File: src/rtl/cpu_pkg.sv
// Shared CPU definitions: exception codes, CP0 register numbers, SR field
// layout and the exception-sequencer state encoding.
package cpu_pkg;

  // Fetch redirect target loaded into every stage register on Req.
  localparam logic [31:0] HANDLER_PC = 32'h0000_4180;
  // Processor ID returned by reads of CP0 register 15.
  localparam logic [31:0] PRID       = 32'h2022_0707;

  // Exception codes carried down the pipeline into M.
  localparam logic [4:0] EXC_INT  = 5'd0;
  localparam logic [4:0] EXC_ADEL = 5'd4;
  localparam logic [4:0] EXC_ADES = 5'd5;
  localparam logic [4:0] EXC_RI   = 5'd10;
  localparam logic [4:0] EXC_OV   = 5'd12;

  // CP0 register numbers.
  localparam logic [4:0] CP0_SR    = 5'd12;
  localparam logic [4:0] CP0_CAUSE = 5'd13;
  localparam logic [4:0] CP0_EPC   = 5'd14;
  localparam logic [4:0] CP0_PRID  = 5'd15;

  // SR: IM[15:10], EXL[1], IE[0] are the only implemented bits.
  localparam logic [31:0] SR_WMASK = 32'h0000_FC03;
  localparam int SR_IE_BIT   = 0;
  localparam int SR_EXL_BIT  = 1;
  localparam int SR_IM_LSB   = 10;

  // Cause: BD[31], IP[15:10], ExcCode[6:2].
  localparam int CAUSE_BD_BIT  = 31;
  localparam int CAUSE_IP_LSB  = 10;
  localparam int CAUSE_EXC_LSB = 2;

  // Exception sequencer states.
  typedef enum logic [1:0] {
    NORMAL     = 2'd0,
    IN_HANDLER = 2'd1,
    ERET_DRAIN = 2'd2
  } exc_state_e;

endpackage

File: src/rtl/cp0_regs.sv
// CP0 storage (SR, Cause, EPC): exception capture, mtc0 write masking and
// the combinational read mux.
module cp0_regs
  import cpu_pkg::*;
(
  input  logic        clk,
  input  logic        reset,
  input  logic        req,
  input  logic        req_int,
  input  logic [4:0]  req_code,
  input  logic        req_bd,
  input  logic [31:0] req_pc,
  input  logic        eret,
  input  logic [5:0]  hw_int,
  input  logic        we,
  input  logic [4:0]  addr,
  input  logic [31:0] wdata,
  output logic [31:0] rdata,
  output logic [5:0]  sr_im,
  output logic        sr_exl,
  output logic        sr_ie,
  output logic [31:0] epc
);

  logic [31:0] sr_reg, sr_next;
  logic [31:0] cause_reg, cause_next;
  logic [31:0] epc_reg, epc_next;
  logic [31:0] sr_wdata;

  // Unimplemented SR bits are forced to zero on write so they always read 0.
  for (genvar gi = 0; gi < 32; gi++) begin : g_sr_wmask
    assign sr_wdata[gi] = SR_WMASK[gi] & wdata[gi];
  end

  // SR update: exception entry sets EXL and overrides any mtc0; eret clears EXL.
  always_comb begin
    sr_next = sr_reg;
    if (req) begin
      sr_next[SR_EXL_BIT] = 1'b1;
    end else begin
      if (we && addr == CP0_SR) begin
        sr_next = sr_wdata;
      end
      if (eret) begin
        sr_next[SR_EXL_BIT] = 1'b0;
      end
    end
  end

  // Cause update: IP tracks the interrupt lines every cycle; BD/ExcCode on entry.
  always_comb begin
    cause_next = cause_reg;
    cause_next[CAUSE_IP_LSB +: 6] = hw_int;
    if (req) begin
      cause_next[CAUSE_BD_BIT] = req_bd;
      cause_next[CAUSE_EXC_LSB +: 5] = req_int ? EXC_INT : req_code;
    end
  end

  // EPC update: a delay-slot fault restarts at the branch (PC-4, mod 2^32).
  always_comb begin
    epc_next = epc_reg;
    if (req) begin
      epc_next = req_bd ? (req_pc - 32'd4) : req_pc;
    end else if (we && addr == CP0_EPC) begin
      epc_next = wdata;
    end
  end

  // CP0 state registers, cleared asynchronously.
  always_ff @(posedge clk or negedge reset) begin
    if (!reset) begin
      sr_reg    <= '0;
      cause_reg <= '0;
      epc_reg   <= '0;
    end else begin
      sr_reg    <= sr_next;
      cause_reg <= cause_next;
      epc_reg   <= epc_next;
    end
  end

  // Read mux over the pre-edge register values.
  always_comb begin
    rdata = '0;
    case (addr)
      CP0_SR:    rdata = sr_reg;
      CP0_CAUSE: rdata = cause_reg;
      CP0_EPC:   rdata = epc_reg;
      CP0_PRID:  rdata = PRID;
      default:   rdata = '0;
    endcase
  end

  assign sr_im  = sr_reg[SR_IM_LSB +: 6];
  assign sr_exl = sr_reg[SR_EXL_BIT];
  assign sr_ie  = sr_reg[SR_IE_BIT];
  assign epc    = epc_reg;

endmodule

File: src/rtl/pipe_exc_ctrl.sv
// Pipeline controller: hazard/MDU stall generation, M-stage exception and
// interrupt detection, the global Req flush and the exception state machine.
module pipe_exc_ctrl
  import cpu_pkg::*;
(
  input  logic        clk,
  input  logic        reset,
  input  logic        hazard_stall,
  input  logic        D_is_mdu,
  input  logic        E_mdu_start,
  input  logic        mdu_busy,
  input  logic [4:0]  M_EXCcode,
  input  logic        M_BD,
  input  logic [31:0] M_PC,
  input  logic        M_eret,
  input  logic [5:0]  HWInt,
  input  logic        cp0_we,
  input  logic [4:0]  cp0_addr,
  input  logic [31:0] cp0_wdata,
  output logic [31:0] cp0_rdata,
  output logic        Req,
  output logic        F_en,
  output logic        D_en,
  output logic        E_flush,
  output logic [31:0] EPC_out
);

  exc_state_e state_reg, state_next;

  logic [5:0] sr_im;
  logic       sr_exl;
  logic       sr_ie;
  logic       int_req;
  logic       exc_req;
  logic       req;
  logic       stall;
  logic       sr_write;

  // Pending interrupt/exception; the one-cycle ERET_DRAIN window lets the
  // instruction at EPC enter before another interrupt is taken.
  always_comb begin
    int_req = (|(HWInt & sr_im)) & sr_ie & ~sr_exl & (state_reg != ERET_DRAIN);
    exc_req = (M_EXCcode != EXC_INT) & ~sr_exl;
    req     = (int_req | exc_req) & reset;
  end

  // Stage controls: a flush overrides any stall so the handler PC loads.
  always_comb begin
    stall   = hazard_stall | (D_is_mdu & (E_mdu_start | mdu_busy));
    F_en    = ~stall;
    D_en    = ~stall;
    E_flush = stall;
    if (req) begin
      F_en    = 1'b1;
      D_en    = 1'b1;
      E_flush = 1'b0;
    end
  end

  assign sr_write = cp0_we & (cp0_addr == CP0_SR) & ~req;

  // Next state: entry, eret drain, and software moves via mtc0 to SR.EXL.
  always_comb begin
    state_next = state_reg;
    if (req) begin
      state_next = IN_HANDLER;
    end else if (M_eret) begin
      state_next = ERET_DRAIN;
    end else if (sr_write) begin
      if (!cp0_wdata[SR_EXL_BIT]) begin
        state_next = NORMAL;
      end else begin
        case (state_reg)
          NORMAL:     state_next = IN_HANDLER;
          ERET_DRAIN: state_next = NORMAL;
          default:    state_next = state_reg;
        endcase
      end
    end else if (state_reg == ERET_DRAIN) begin
      state_next = NORMAL;
    end
  end

  // Exception state register.
  always_ff @(posedge clk or negedge reset) begin
    if (!reset) begin
      state_reg <= NORMAL;
    end else begin
      state_reg <= state_next;
    end
  end

  cp0_regs u_cp0 (
    .clk      (clk),
    .reset    (reset),
    .req      (req),
    .req_int  (int_req),
    .req_code (M_EXCcode),
    .req_bd   (M_BD),
    .req_pc   (M_PC),
    .eret     (M_eret),
    .hw_int   (HWInt),
    .we       (cp0_we),
    .addr     (cp0_addr),
    .wdata    (cp0_wdata),
    .rdata    (cp0_rdata),
    .sr_im    (sr_im),
    .sr_exl   (sr_exl),
    .sr_ie    (sr_ie),
    .epc      (EPC_out)
  );

  assign Req = req;

endmodule

File: config.mk
export PLATFORM = sky130hd
export DESIGN_NAME = pipe_exc_ctrl
export DESIGN_NICKNAME = d
export VERILOG_FILES = /design/src/rtl/cpu_pkg.sv /design/src/rtl/cp0_regs.sv /design/src/rtl/pipe_exc_ctrl.sv
export SDC_FILE = /design/constraint.sdc
export NUM_CORES = 1
export LEC_CHECK = 0
export ABC_AREA = 1
export BUFFER_PORTS_ARGS = -buffer_cell sky130_fd_sc_hd__buf_4
export CAP_MARGIN = 5
export CORE_MARGIN = 2
export CORE_UTILIZATION = 49
export DETAILED_ROUTE_END_ITERATION = 7
export PLACE_DENSITY = 0.81
export SLEW_MARGIN = 10
export SYNTH_ARGS = -nofsm -noshare
export SYNTH_HDL_FRONTEND = slang
export SYNTH_SLANG_ARGS = --single-unit
File: constraint.sdc
create_clock -name clk -period 2.2 [get_ports clk]
set_clock_uncertainty 0.2 [all_clocks]
set_input_delay 0.33 -clock clk [delete_from_list [all_inputs] [get_ports clk]]
set_output_delay 0.33 -clock clk [all_outputs]
set_load 0.1 [all_outputs]
* Word level (Yosys, flattened, before mapping) *
Index checks and enable logic that the tools add are counted.

operators by class
  add/subtract/negate cells = 1
  multipliers = 0
  div/mod/pow operators = 0
  order comparisons = 0
  eq/ne operators = 7
  shift-type cells = 0
  mux-type cells = 16
  bitwise gates (word level) = 15
  reductions and logical operators = 10

operators by type and width
  kind                                                                     number
  32-bit one-hot mux with 4 select lines                                   1
  32-bit 2-to-1 mux                                                        3
  32-bit by 3-bit subtractor with 32-bit output, second input constant     1
  5-bit by 4-bit equality test with 1-bit output, second input constant    4
  2-bit 2-to-1 mux                                                         6
  1-bit AND                                                                8
  6-bit AND                                                                1
  6-bit OR reduction                                                       1
  5-bit 2-to-1 mux                                                         1
  5-bit by 2-bit inequality test with 1-bit output, second input constant  1
  5-bit nonzero test                                                       1
  1-bit 2-to-1 mux                                                         4
  2-bit one-hot mux with 2 select lines                                    1
  2-bit AND reduction                                                      2
  4-bit nonzero test                                                       1
  1-bit inverter                                                           3
  1-bit OR                                                                 3
  3-bit nonzero test                                                       1
  2-bit equality test, second input constant                               1
  1-bit logical AND                                                        2
  2-bit logical NOT                                                        1
  2-bit inequality test, second input constant                             1
  2-bit nonzero test                                                       1

word-level totals
  bits in registers = 54
  latch bits = 0
  bits in writable memories = 0
  memory bits (read-only) = 0
  output and inout port bits = 68
  logic and storage cells = 55
  memories = 0

* Longest topological paths before layout *
Gate-level depths: netlist (run 1).

  depth in word-level cells = 12
  gate-level depth with buffers = 12
  gate-level depth less buffers = 12

* By module *
From an unflattened synthesis (run 1), not the netlist that was laid out.

unflattened totals
  cells, all modules = 578
  area total of the unflattened synthesis = 3792.4 um^2

by module, submodules not included
  module         times used  cells each  area an instance (um^2)  sequential area each (um^2)
  cp0_regs       1           525         3523.4                   1301.2
  pipe_exc_ctrl  1           53          269.0                    50.0

* Worst setup path after synthesis (run 1) *
Ideal clock, no wire load.

  kind = reg2out
  start point = register u_cp0.epc_reg[17], in the netlist u_cp0.epc[17]
  end point = output cp0_rdata[17]
  arrival = 3.169 ns
  data required time = 1.670 ns
  slack = -1.499 ns
  stages on the path, launching flop included = 3
  path buffers = 0
  path through = dfrtp_1 > inv_1 > o21ai_0

between the ends
  cells in the longest elaborated chain, start to end = 1

ends and longest elaborated chain
  what                                    RTL line             source
  from (decl)                             cp0_regs.sv:27       logic [31:0] epc_reg, epc_next;
  from (signal assigned)                  cp0_regs.sv:79       epc_reg <= epc_next;
  32-bit one-hot mux with 4 select lines  cp0_regs.sv:86       case (addr)
  to (decl)                               pipe_exc_ctrl.sv:20  output logic [31:0] cp0_rdata,

No other way between the ends.

* Final worst setup path (run 1) *
  start point = register u_cp0.sr_reg[14]
  end point = output E_flush

between the ends
  cells in the longest elaborated chain, start to end = 8

ends and longest elaborated chain
  what                    RTL line             source
  from (decl)             cp0_regs.sv:25       logic [31:0] sr_reg, sr_next;
  from (signal assigned)  cp0_regs.sv:77       sr_reg <= sr_next;
  6-bit AND               pipe_exc_ctrl.sv:42  int_req = (|(HWInt & sr_im)) & sr_ie & ~sr_exl & (state_reg != ERET_DRAIN);
  6-bit OR reduction      pipe_exc_ctrl.sv:42
  1-bit AND (3 in a row)  pipe_exc_ctrl.sv:42
  1-bit OR                pipe_exc_ctrl.sv:44  req = (int_req | exc_req) & reset;
  1-bit AND               pipe_exc_ctrl.sv:44
  1-bit 2-to-1 mux        pipe_exc_ctrl.sv:53  if (req) begin
  to (decl)               pipe_exc_ctrl.sv:24  output logic E_flush,

No other way between the ends.

==> results.md, run 1 <==
* Status: complete, no violations
* WL final at 12.7 mm
* Post-synthesis mux area share at 0
* Gate power share at 0.624
* Die area at roughly 8500 um2
* Util after Layout at 0.728
* Fin crit period at about 2.2 ns
* I/O Buffers at approximately 160
* Startpoint Class: flop
* Asr flop ratio synth at 1.00
* Setup TNS at 0 ns
* CP endpoint kind: output port
* Area delta synth->final at 45.4%
* Die width at 92.4 um
* Clock latency on the worst-skew pair at between 0.3 and 0.4 ns
* HPWL after DPL at a little under 10 mm
* HP Start: M_PC[0]
* Layout cells sized above 1 at 0.333
* Worst hold path stage count at 3
* Via count at 4365
* Largest net degree at the start of global routing at 53
* Clock Power Share at 0.100
* H-tree levels at 2
* Adder-Cell Fraction of Synth Area at 0.00327
* Fillers at between 600 and 700
* Seq cells post-synth at 54
* Syn_nets at between 600 and 700
* DRC viols at 0
* Syn_area_per_cell at between 6 and 7 um2
* Xor-xnor portion of the synthesized cell area at 0.0343
* Number of buffers created by CTS at 5
* Final setup viols at 0
* Worst-path clk slew at roughly 0.10 ns
* Leak at approximately 3 nW
* Most common cell after layout, fill and taps aside: nand2_1
* WS Path Type: flop to output port
* First-pass GRT wire length at ~20 mm
* Largest register FFs at 32
* First-pass DRT Iterations at 6
* CTS Sinks at between 50 and 60
* R2R setup slack at 0.22 ns
* Synth unique cells at 39
* Hold EP: u_cp0.epc[0]
* Most frequent cells in the layout: nand2_1 (181), buf_4 (167), inv_1 (76), dfrtp_1 (53), nor2_1 (45)
* Seq/Total Area, Yosys at 0.353
* FF-to-FF Start: u_cp0.sr_reg[14]
* Total GRT Usage at 0.298
* Number of global-route vias before repair at ~4000
* Final Slew Violations at 0
* WL/cell at approximately 15 um
* Pwr per Cell Area at just over 1000 nW/um2
* Max Root-Sink Buffers at 2
* Internal power at between 0.002 and 0.0025 W
* Avg Vias per Cell at 5.15
* Initial DRC Count at approximately 310
* Crit Path Max Fanout at 3
* Synth Area in Compound Gates at 0.111
* Layout Nets at approximately 830
* Maximum vdd drop at between 500 and 600 uV
* Post-synth EDFFs at 0
* Syn. warnings at 0
* R2R depth at 12
* Gate Count Post-Synth at approximately 570
* Chip height at between 90 and 100 um
* Initial antenna violation count at 0
* Slew @ Worst Pin at around 0.67 ns
* Root buf cell: clkbuf_8
* # diodes at 0
* Sequential Power Share at 0.276
* Initial core utilization at 0.501
* Max-Slew Margin vs Limit at 0.554
* Max_cap viols at 0
* RSZ-0062 raised after global routing: true
* Arrival @ worst endpoint at 1.65 ns
* Ys flop type: dfrtp_1
* Tcrit/Tclk final at 0.992
* Final ANT Viol Nets at 0
* Synth Area in Simple Gates at 0.381
* Final Hold Fails at 0
* Row cnt at 32
* CTS tree: yes
* Core area at between 7000 and 8000 um2
* Fmax at between 400 and 500 MHz
* RR Endpoint: u_cp0.epc[5]
* Req. time, crit path at around 1.7 ns
* GRT overflow at 0
* GP Congestion at 0.964
* Tightest Hold Check Type: primary input to flop
* Main combinational cell family by area after synthesis: simple AND/OR/NAND/NOR gates
* Synthesized area at roughly 3800 um2
* Ports at between 150 and 200
* Net Sw Frac at 0.590
* Sw Pwr at around 0.0033 W
==> metal layers <==
metal | up-vias | global-route usage | part of all wire
li1 | 2131 | - | -
met1 | 2022 | 0.426 | 0.43
met2 | 197 | 0.499 | 0.48
met3 | 15 | 0.0187 | 0.068
met4 | 0 | 0.0659 | 0.015
met5 | - | 0 | 0
==> critical path, stage by stage (launching register included) <==
cell and delay [ns]:
dfrtp_1 0.42, nand2_1 0.07, nand2_1 0.06, nor2_1 0.10, nand2_1 0.11, nand2_4 0.10
nand2_4 0.07, nand2_8 0.09, nand2_8 0.06, clkinvlp_4 0.08, buf_12 0.16
==> layout make-up <==
cell class	count	area, um2	area share
Clock buffer	5	68.8	0.0124
Clock inverter	3	21.3	0.00382
Inverter	83	320	0.0575
Multi-Input combinational cell	419	2230	0.401
Sequential cell	54	1350	0.243
Tap cell	102	128	0.0229
Timing Repair Buffer	181	1450	0.260
==> Yosys cell counts, drive strengths merged (5+ instances only) <==
cell type | instances | area share
xnor2 | 5 | 0.011
inv | 82 | 0.082
nand3 | 42 | 0.059
o21ai | 60 | 0.080
nor2 | 73 | 0.084
xor2 | 10 | 0.023
buf | 14 | 0.033
nand4 | 6 | 0.0098
dfrtp | 54 | 0.35
nand2 | 197 | 0.21
a21oi | 6 | 0.0078
nor3 | 8 | 0.018
==> metrics by stage <==
step / setup slack (ns) / total power (W) / hold WS, ns / cell area (um2) / instances
after global routing: -0.0714 / 0.00587 / 0.0439 / 5570 / 847
final: 0.0185 / 0.00562 / 0.0446 / 5570 / 847
after global placement: 0.188 / 0.00495 / -0.0499 / 5350 / 828
after detailed placement: 0.153 / 0.00500 / -0.0504 / 5350 / 828
after floorplan: -0.388 / 0.00416 / -0.166 / 4050 / 572
after CTS: -0.00476 / 0.00558 / 0.0466 / 5530 / 844
==> cells by family after synthesis <==
| logic type | Yosys count |
|---|---|
| and+or+nand+nor | 327 |
| xor gates and xnor gates | 15 |
| adders and majority gates | 1 |
| AOI/OAI and AO/OA | 76 |
| DFF | 54 |
| buffers and inverters | 99 |
==> power by group through the flow <==
stage	clock (W)	sequential (W)	combinational, W
CTS	0.000563	0.00155	0.00347
floorplan	0	0.00313	0.00104
global route	0.000614	0.00159	0.00367
finish	0.000563	0.00155	0.00351
detailed placement	0	0.00156	0.00344
global placement	0	0.00155	0.00340
==> repair_timing <==
item,in CTS,in global routing
setup buffers,1,3
pin swaps,1,6
hold buffers,7,0
hold endpoints to repair,8,0
resized for setup,4,4
setup endpoints to repair,4,4
==> worst max-delay path by stage <==
| stage | start | end | depth (start not counted) |
|---|---|---|---|
| 5_1_grt | u_cp0.sr_reg[10] | E_flush | 10 |
| 3_5_place_dp | HWInt[4] | E_flush | 11 |
| 4_1_cts | u_cp0.sr_reg[14] | E_flush | 10 |
| 3_3_place_gp | HWInt[4] | E_flush | 11 |
| 2_1_floorplan | cp0_addr[3] | cp0_rdata[2] | 4 |
| 6_report | u_cp0.sr_reg[14] | E_flush | 10 |
Power figures use the tool's default switching activity.
==> inputs of run 2 (changes only) <==
==> constraint.sdc (replaced) <==
create_clock -name clk -period 2.5 [get_ports clk]
set_clock_uncertainty 0.2 [all_clocks]
set_input_delay 0.375 -clock clk [delete_from_list [all_inputs] [get_ports clk]]
set_output_delay 0.375 -clock clk [all_outputs]
set_load 0.1 [all_outputs]
==> results.md, run 2 (same netlist as run 1, synthesis figures left out) <==
* Worst-path clk slew at 0.11 ns (about the same)
* Max-Slew Margin vs Limit at 0.654 (+0.0999)
* Die area at 8540 um2 (unchanged)
* Gr busiest metal: met2
* WL final at 12.3 mm (-2.8%)
* Leak at 2.85 nW (-2.7%)
* # diodes at 0 (unchanged)
* Slew @ Worst Pin at 0.515 ns (-0.153 ns)
* Arrival @ worst endpoint at 1.82 ns (+0.17 ns)
* GRT overflow at 0 (unchanged)
* Max Root-Sink Buffers at 2 (unchanged)
* GP Congestion at 0.951 (-1.3%)
* Max_cap viols at 0 (unchanged)
* R2R depth at 12 (unchanged)
* R2R setup slack at 0.40 ns (+0.18 ns)
* DP Area at 5170 um2 (-3.3%)
* I/O Buffers at 156 (unchanged)
* Final Slew Violations at 0 (unchanged)
* DRC viols at 0 (unchanged)
* WL/cell at 14.7 um (-1.5%)
* HPWL after DPL at 9.51 mm (-3.8%)
* Pwr per Cell Area at 909 nW/um2 (-10%)
* Row cnt at 32 (unchanged)
* CTS tree: yes
* Post-route cell area at 5350 um2 (-3.9%)
* Fmax at about 420 MHz
* Met3 usage at 0.0382 (+0.0195)
* Most common cell after layout, fill and taps aside: nand2_1
* Startpoint Class: flop
* Met2 Usage GRT at 0.498 (-0.000608)
* Worst hold path stage count at 3 (unchanged)
* Sequential Power Share at 0.278 (+0.002)
* Tightest Hold Check Type: primary input to flop
* Clock latency on the worst-skew pair at 0.32 ns (about the same)
* First-pass GRT wire length at 19.8 mm (-2.2%)
* Layout Nets at 823 (-1.3%)
* Largest net degree at the start of global routing at 41 (-23%)
* Hold EP: u_cp0.epc[1]
* Most frequent cells in the layout: nand2_1 (185), buf_4 (159), inv_1 (77), dfrtp_1 (54), nor2_1 (48)
* Number of global-route vias before repair at 4099 (-0.073%)
* Final Hold Fails at 0 (unchanged)
* Via count at 4274 (-2.1%)
* Final setup viols at 0 (unchanged)
* Die width at 92.4 um (unchanged)
* Root buf cell: clkbuf_8
* Core area at 7650 um2 (unchanged)
* Fin crit period at between 2 and 2.5 ns
* Initial DRC Count at 285 (-7.2%)
* RR Endpoint: u_cp0.epc[3]
* Fin cells at 836 (-1.3%)
* Sw Pwr at 0.00288 W (-13%)
* Final hold slack at 0.0826 ns (+0.0380 ns)
* First-pass DRT Iterations at 5 (-1)
* Tcrit/Tclk final at 0.957
* Largest register FFs at 32 (unchanged)
* Clock Power Share at 0.105 (+0.005)
* Ports at 157 (unchanged)
* Initial core utilization at 0.501 (unchanged)
* FF-to-FF Start: u_cp0.sr_reg[14]
* CTS Sinks at 54 (unchanged)
* Final worst setup slack at 0.106 ns (+0.0880 ns)
* Area delta synth->final at 39.7%
* Status: complete, no violations
* RSZ-0062 raised after global routing: false
* Pre-CTS WS at 0.245 ns (+0.0924 ns)
* Final ANT Viol Nets at 0 (unchanged)
* Internal power at 0.00198 W (-14%)
* Req. time, crit path at 1.92 ns (+0.25 ns)
* Fillers at 668 (+7.2%)
* Number of buffers created by CTS at 5 (unchanged)
* Setup TNS at 0 ns (unchanged)
* Crit Path Max Fanout at 15 (+12)
* Net Sw Frac at 0.592 (+0.00267)
* GR Util met1 at 0.381 (-0.0451)
* H-tree levels at 2 (unchanged)
* Layout cells sized above 1 at 0.309 (-0.0236)
* Chip height at 92.4 um (unchanged)
* Initial antenna violation count at 0 (unchanged)
* Avg Vias per Cell at 5.11 (-0.80%)
* Placed insts at 820 (-0.97%)
* CP endpoint kind: output port
* Total GRT Usage at 0.290 (-0.00780)
* Gate power share at 0.617 (-0.007)
* Maximum vdd drop at 416 uV (-26%)
* HP Start: M_PC[1]
* WS Path Type: flop to output port
run 2: metrics by stage:
stage,power (W),utilization
after global routing,0.00507,0.699
after detailed placement,0.00433,0.676
after global placement,0.00429,0.676
after floorplan,0.00362,-
after CTS,0.00484,0.697
final,0.00486,0.699
run 2: how the worst max path moves through the flow:
stage	cells after the start	slack, ns	endpoint	startpoint
CTS	10	0.02	E_flush	u_cp0.sr_reg[14]
finish	10	0.11	E_flush	u_cp0.sr_reg[14]
global placement	11	0.31	E_flush	HWInt[4]
floorplan	2	-0.37	cp0_rdata[24]	u_cp0.epc[24]
global route	8	0.01	D_en	state_reg[1]
detailed placement	7	0.25	cp0_rdata[31]	cp0_addr[3]
run 2: power groups by stage:
stage	Combinational, W	Clock (W)	Sequential (W)
after floorplan	0.000867	0	0.00275
after global placement	0.00294	0	0.00136
after detailed placement	0.00297	0	0.00136
after CTS	0.00298	0.000513	0.00135
after global routing	0.00314	0.000549	0.00138
final	0.00300	0.000509	0.00135
run 2: area by class of cell:
type	instances	area, um2	share of cell area
multi-input cells	420	2150	0.402
clock inverters	3	25.0	0.00468
flip-flops and latches	54	1350	0.253
clock buffers	5	68.8	0.0129
inverters	83	320	0.0599
repair buffers	169	1310	0.244
well taps	102	128	0.0239
run 2: worst max-delay path, stage by stage (launching register included):
cell        delay, ns
dfrtp_1          0.42
nand2_1          0.07
nand2_1          0.06
nor2_1           0.11
nand2_1          0.09
nand2_4          0.13
nand2_4          0.10
nand2_8          0.15
nand2_4          0.08
clkinvlp_4       0.07
buf_6            0.21
run 2: timing repair:
action                     4_1_cts  5_1_grt
hold buffers                     7        0
hold endpoints to repair        29        0
setup buffers                    0        0
gates resized for setup          0        2
setup endpoints to repair        0        4
run 2: routing by layer:
metal,vias to the layer above,part of all wire
li1,2106,-
met1,1989,0.42
met2,158,0.49
met3,21,0.066
met4,0,0.020
met5,-,0
==> inputs of run 3 (changes only) <==
--- a/config.mk
+++ b/config.mk
@@ -6,12 +6,13 @@
 export NUM_CORES = 1
 export LEC_CHECK = 0
 export ABC_AREA = 1
+export ABC_CLOCK_PERIOD_IN_PS = 2500
 export BUFFER_PORTS_ARGS = -buffer_cell sky130_fd_sc_hd__buf_4
 export CAP_MARGIN = 5
 export CORE_MARGIN = 2
 export CORE_UTILIZATION = 49
 export DETAILED_ROUTE_END_ITERATION = 7
-export PLACE_DENSITY = 0.81
+export PLACE_DENSITY_LB_ADDON = 0.05
 export SLEW_MARGIN = 10
 export SYNTH_ARGS = -nofsm -noshare
 export SYNTH_HDL_FRONTEND = slang
==> results.md, run 3 (same netlist as run 1, synthesis figures left out) <==
* Most common cell after layout, fill and taps aside: nand2_1
* Ports at 157 (unchanged)
* Max-Slew Margin vs Limit at 0.662 (+0.00799)
* Tightest Hold Check Type: primary input to flop
* Pwr per Cell Area at 901 nW/um2 (-0.88%)
* Number of buffers created by CTS at 5 (unchanged)
* HPWL after DPL at 9.61 mm (+1.0%)
* Util after Layout at 0.696 (-0.00294)
* Fmax at 428 MHz (+2.5%)
* Setup bufs post-CTS at 0 (unchanged)
* Initial antenna violation count at 0 (unchanged)
* Maximum vdd drop at 587 uV (+41%)
* Number of global-route vias before repair at 4022 (-1.9%)
* CP endpoint kind: output port
* Die area at 8540 um2 (unchanged)
* CTS Sinks at 54 (unchanged)
* Clock latency on the worst-skew pair at 0.30 ns (-0.02 ns)
* Final Hold Fails at 0 (unchanged)
* Sw Pwr at 0.00283 W (-1.9%)
* Net Sw Frac at 0.589 (-0.00338)
* First-pass GRT wire length at 19.4 mm (-2.2%)
* Area delta synth->final at 39.1%
* Row cnt at 32 (unchanged)
* Layout Nets at 824 (+0.12%)
* GRT overflow at 0 (unchanged)
* Req. time, crit path at 1.92 ns (about the same)
* Arrival @ worst endpoint at 1.76 ns (-0.06 ns)
* Internal power at 0.00197 W (-0.48%)
* Chip height at 92.4 um (unchanged)
* Startpoint Class: flop
* Die width at 92.4 um (unchanged)
* Sequential Power Share at 0.281 (+0.003)
* R2R depth at 9 (-3)
* Final setup viols at 0 (unchanged)
* Post-route cell area at 5330 um2 (-0.42%)
* I/O Buffers at 156 (unchanged)
* H-tree levels at 2 (unchanged)
* RSZ-0062 raised after global routing: false
* FF-to-FF Start: state_reg[1]
* Root buf cell: clkbuf_8
* CP max stage delay at 0.41 ns (about the same)
* Clock Power Share at 0.097 (-0.008)
* Leak at 2.84 nW (-0.32%)
* WL final at 11.9 mm (-3.4%)
* Initial core utilization at 0.501 (unchanged)
* First-pass DRT Iterations at 4 (-1)
* Worst hold path stage count at 3 (unchanged)
* Initial DRC Count at 185 (-35%)
* DRC viols at 0 (unchanged)
* Via count at 4185 (-2.1%)
* Avg Vias per Cell at 5.01 (-2.1%)
* Crit path cell chain: nand2_1 -> nand2_1 -> nor2_1 -> nand2_1 -> nand2_4 -> nand2_4 -> nand2_8 -> nand2_4 -> clkinvlp_4 -> buf_6
* GP Congestion at 0.934 (-1.9%)
* DP Area at 5170 um2 (about the same)
* Fin crit period at 2.34 ns (-0.0581 ns)
* WS Path Type: flop to output port
* Largest register FFs at 32 (unchanged)
* Max_cap viols at 0 (unchanged)
* # diodes at 0 (unchanged)
* Slowest cell on crit path: dfrtp_1
* Largest net degree at the start of global routing at 40 (-2.4%)
* Max Root-Sink Buffers at 2 (unchanged)
* Slew @ Worst Pin at 0.504 ns (-0.0119 ns)
* Worst-path clk slew at 0.09 ns (-0.02 ns)
* Total GRT Usage at 0.282 (-0.00743)
* Final ANT Viol Nets at 0 (unchanged)
* CTS tree: yes
* Crit path from: u_cp0.sr_reg[14]
* Tcrit/Tclk final at 0.934 (-0.0232)
* HP Start: M_PC[1]
* Crit Path Max Fanout at 19 (+4)
* Gate power share at 0.622 (+0.005)
* Layout cells sized above 1 at 0.308 (-0.00136)
* Final Slew Violations at 0 (unchanged)
* Most frequent cells in the layout: nand2_1 (185), buf_4 (162), inv_1 (77), dfrtp_1 (54), nor2_1 (48)
* Status: complete, no violations
* Core area at 7650 um2 (unchanged)
* WL/cell at 14.2 um (-3.4%)
run 3: per-layer routing:
layer	wire [um]	GRT usage
met1	5280	0.396
met2	5720	0.472
met3	753	0.0317
met4	151	0.0622
met5	0	0
run 3: final cells by class:
class | instances | area (um2)
timing repair buffer | 171 | 1310
clock buffer | 6 | 72.6
multi-input combinational | 419 | 2140
inverter | 83 | 320
clock inverter | 1 | 7.51
tap | 102 | 128
sequential | 54 | 1350
fill | 669 | 2320
run 3: final timing paths:
kind	end	slack (ns)
min reg2reg	u_cp0.sr_reg[11]	0.32
min in group asynchronous	u_cp0.cause_reg[3]	0.44
max in group asynchronous	u_cp0.epc[29]	1.20
max	E_flush	0.16
min	u_cp0.epc[1]	0.09
max reg2reg	u_cp0.epc[23]	0.45
run 3: per-stage QoR:
stage | std cells | total power [W] | hold WS, ns | setup WS, ns | TNS, ns
5_1_grt | 836 | 0.00503 | 0.0893 | 0.0519 | 0
3_3_place_gp | 822 | 0.00429 | 0.218 | 0.295 | 0
4_1_cts | 836 | 0.00480 | 0.0852 | 0.0957 | 0
3_5_place_dp | 822 | 0.00433 | 0.223 | 0.259 | 0
6_report | 836 | 0.00480 | 0.0904 | 0.165 | 0
2_1_floorplan | 572 | 0.00362 | -0.121 | -0.374 | -1.56
run 3: power groups by stage:
stage	clock network (W)	logic (W)	registers, W
floorplan	0	0.000867	0.00275
global placement	0	0.00294	0.00135
detailed placement	0	0.00297	0.00136
CTS	0.000475	0.00299	0.00134
global route	0.000517	0.00314	0.00137
finish	0.000467	0.00299	0.00135
run 3: what timing repair did:
item | CTS | global route
hold endpoints to repair | 21 | 0
resized for setup | 0 | 2
hold buffers | 7 | 0
endpoints found under the setup margin | 0 | 2
run 3: worst max-delay path: cells and delay by family (launching register included):
kind | cells | cell delay (ns)
simple gates | 8 | 0.77
flops | 1 | 0.41
buf+inv | 2 | 0.28
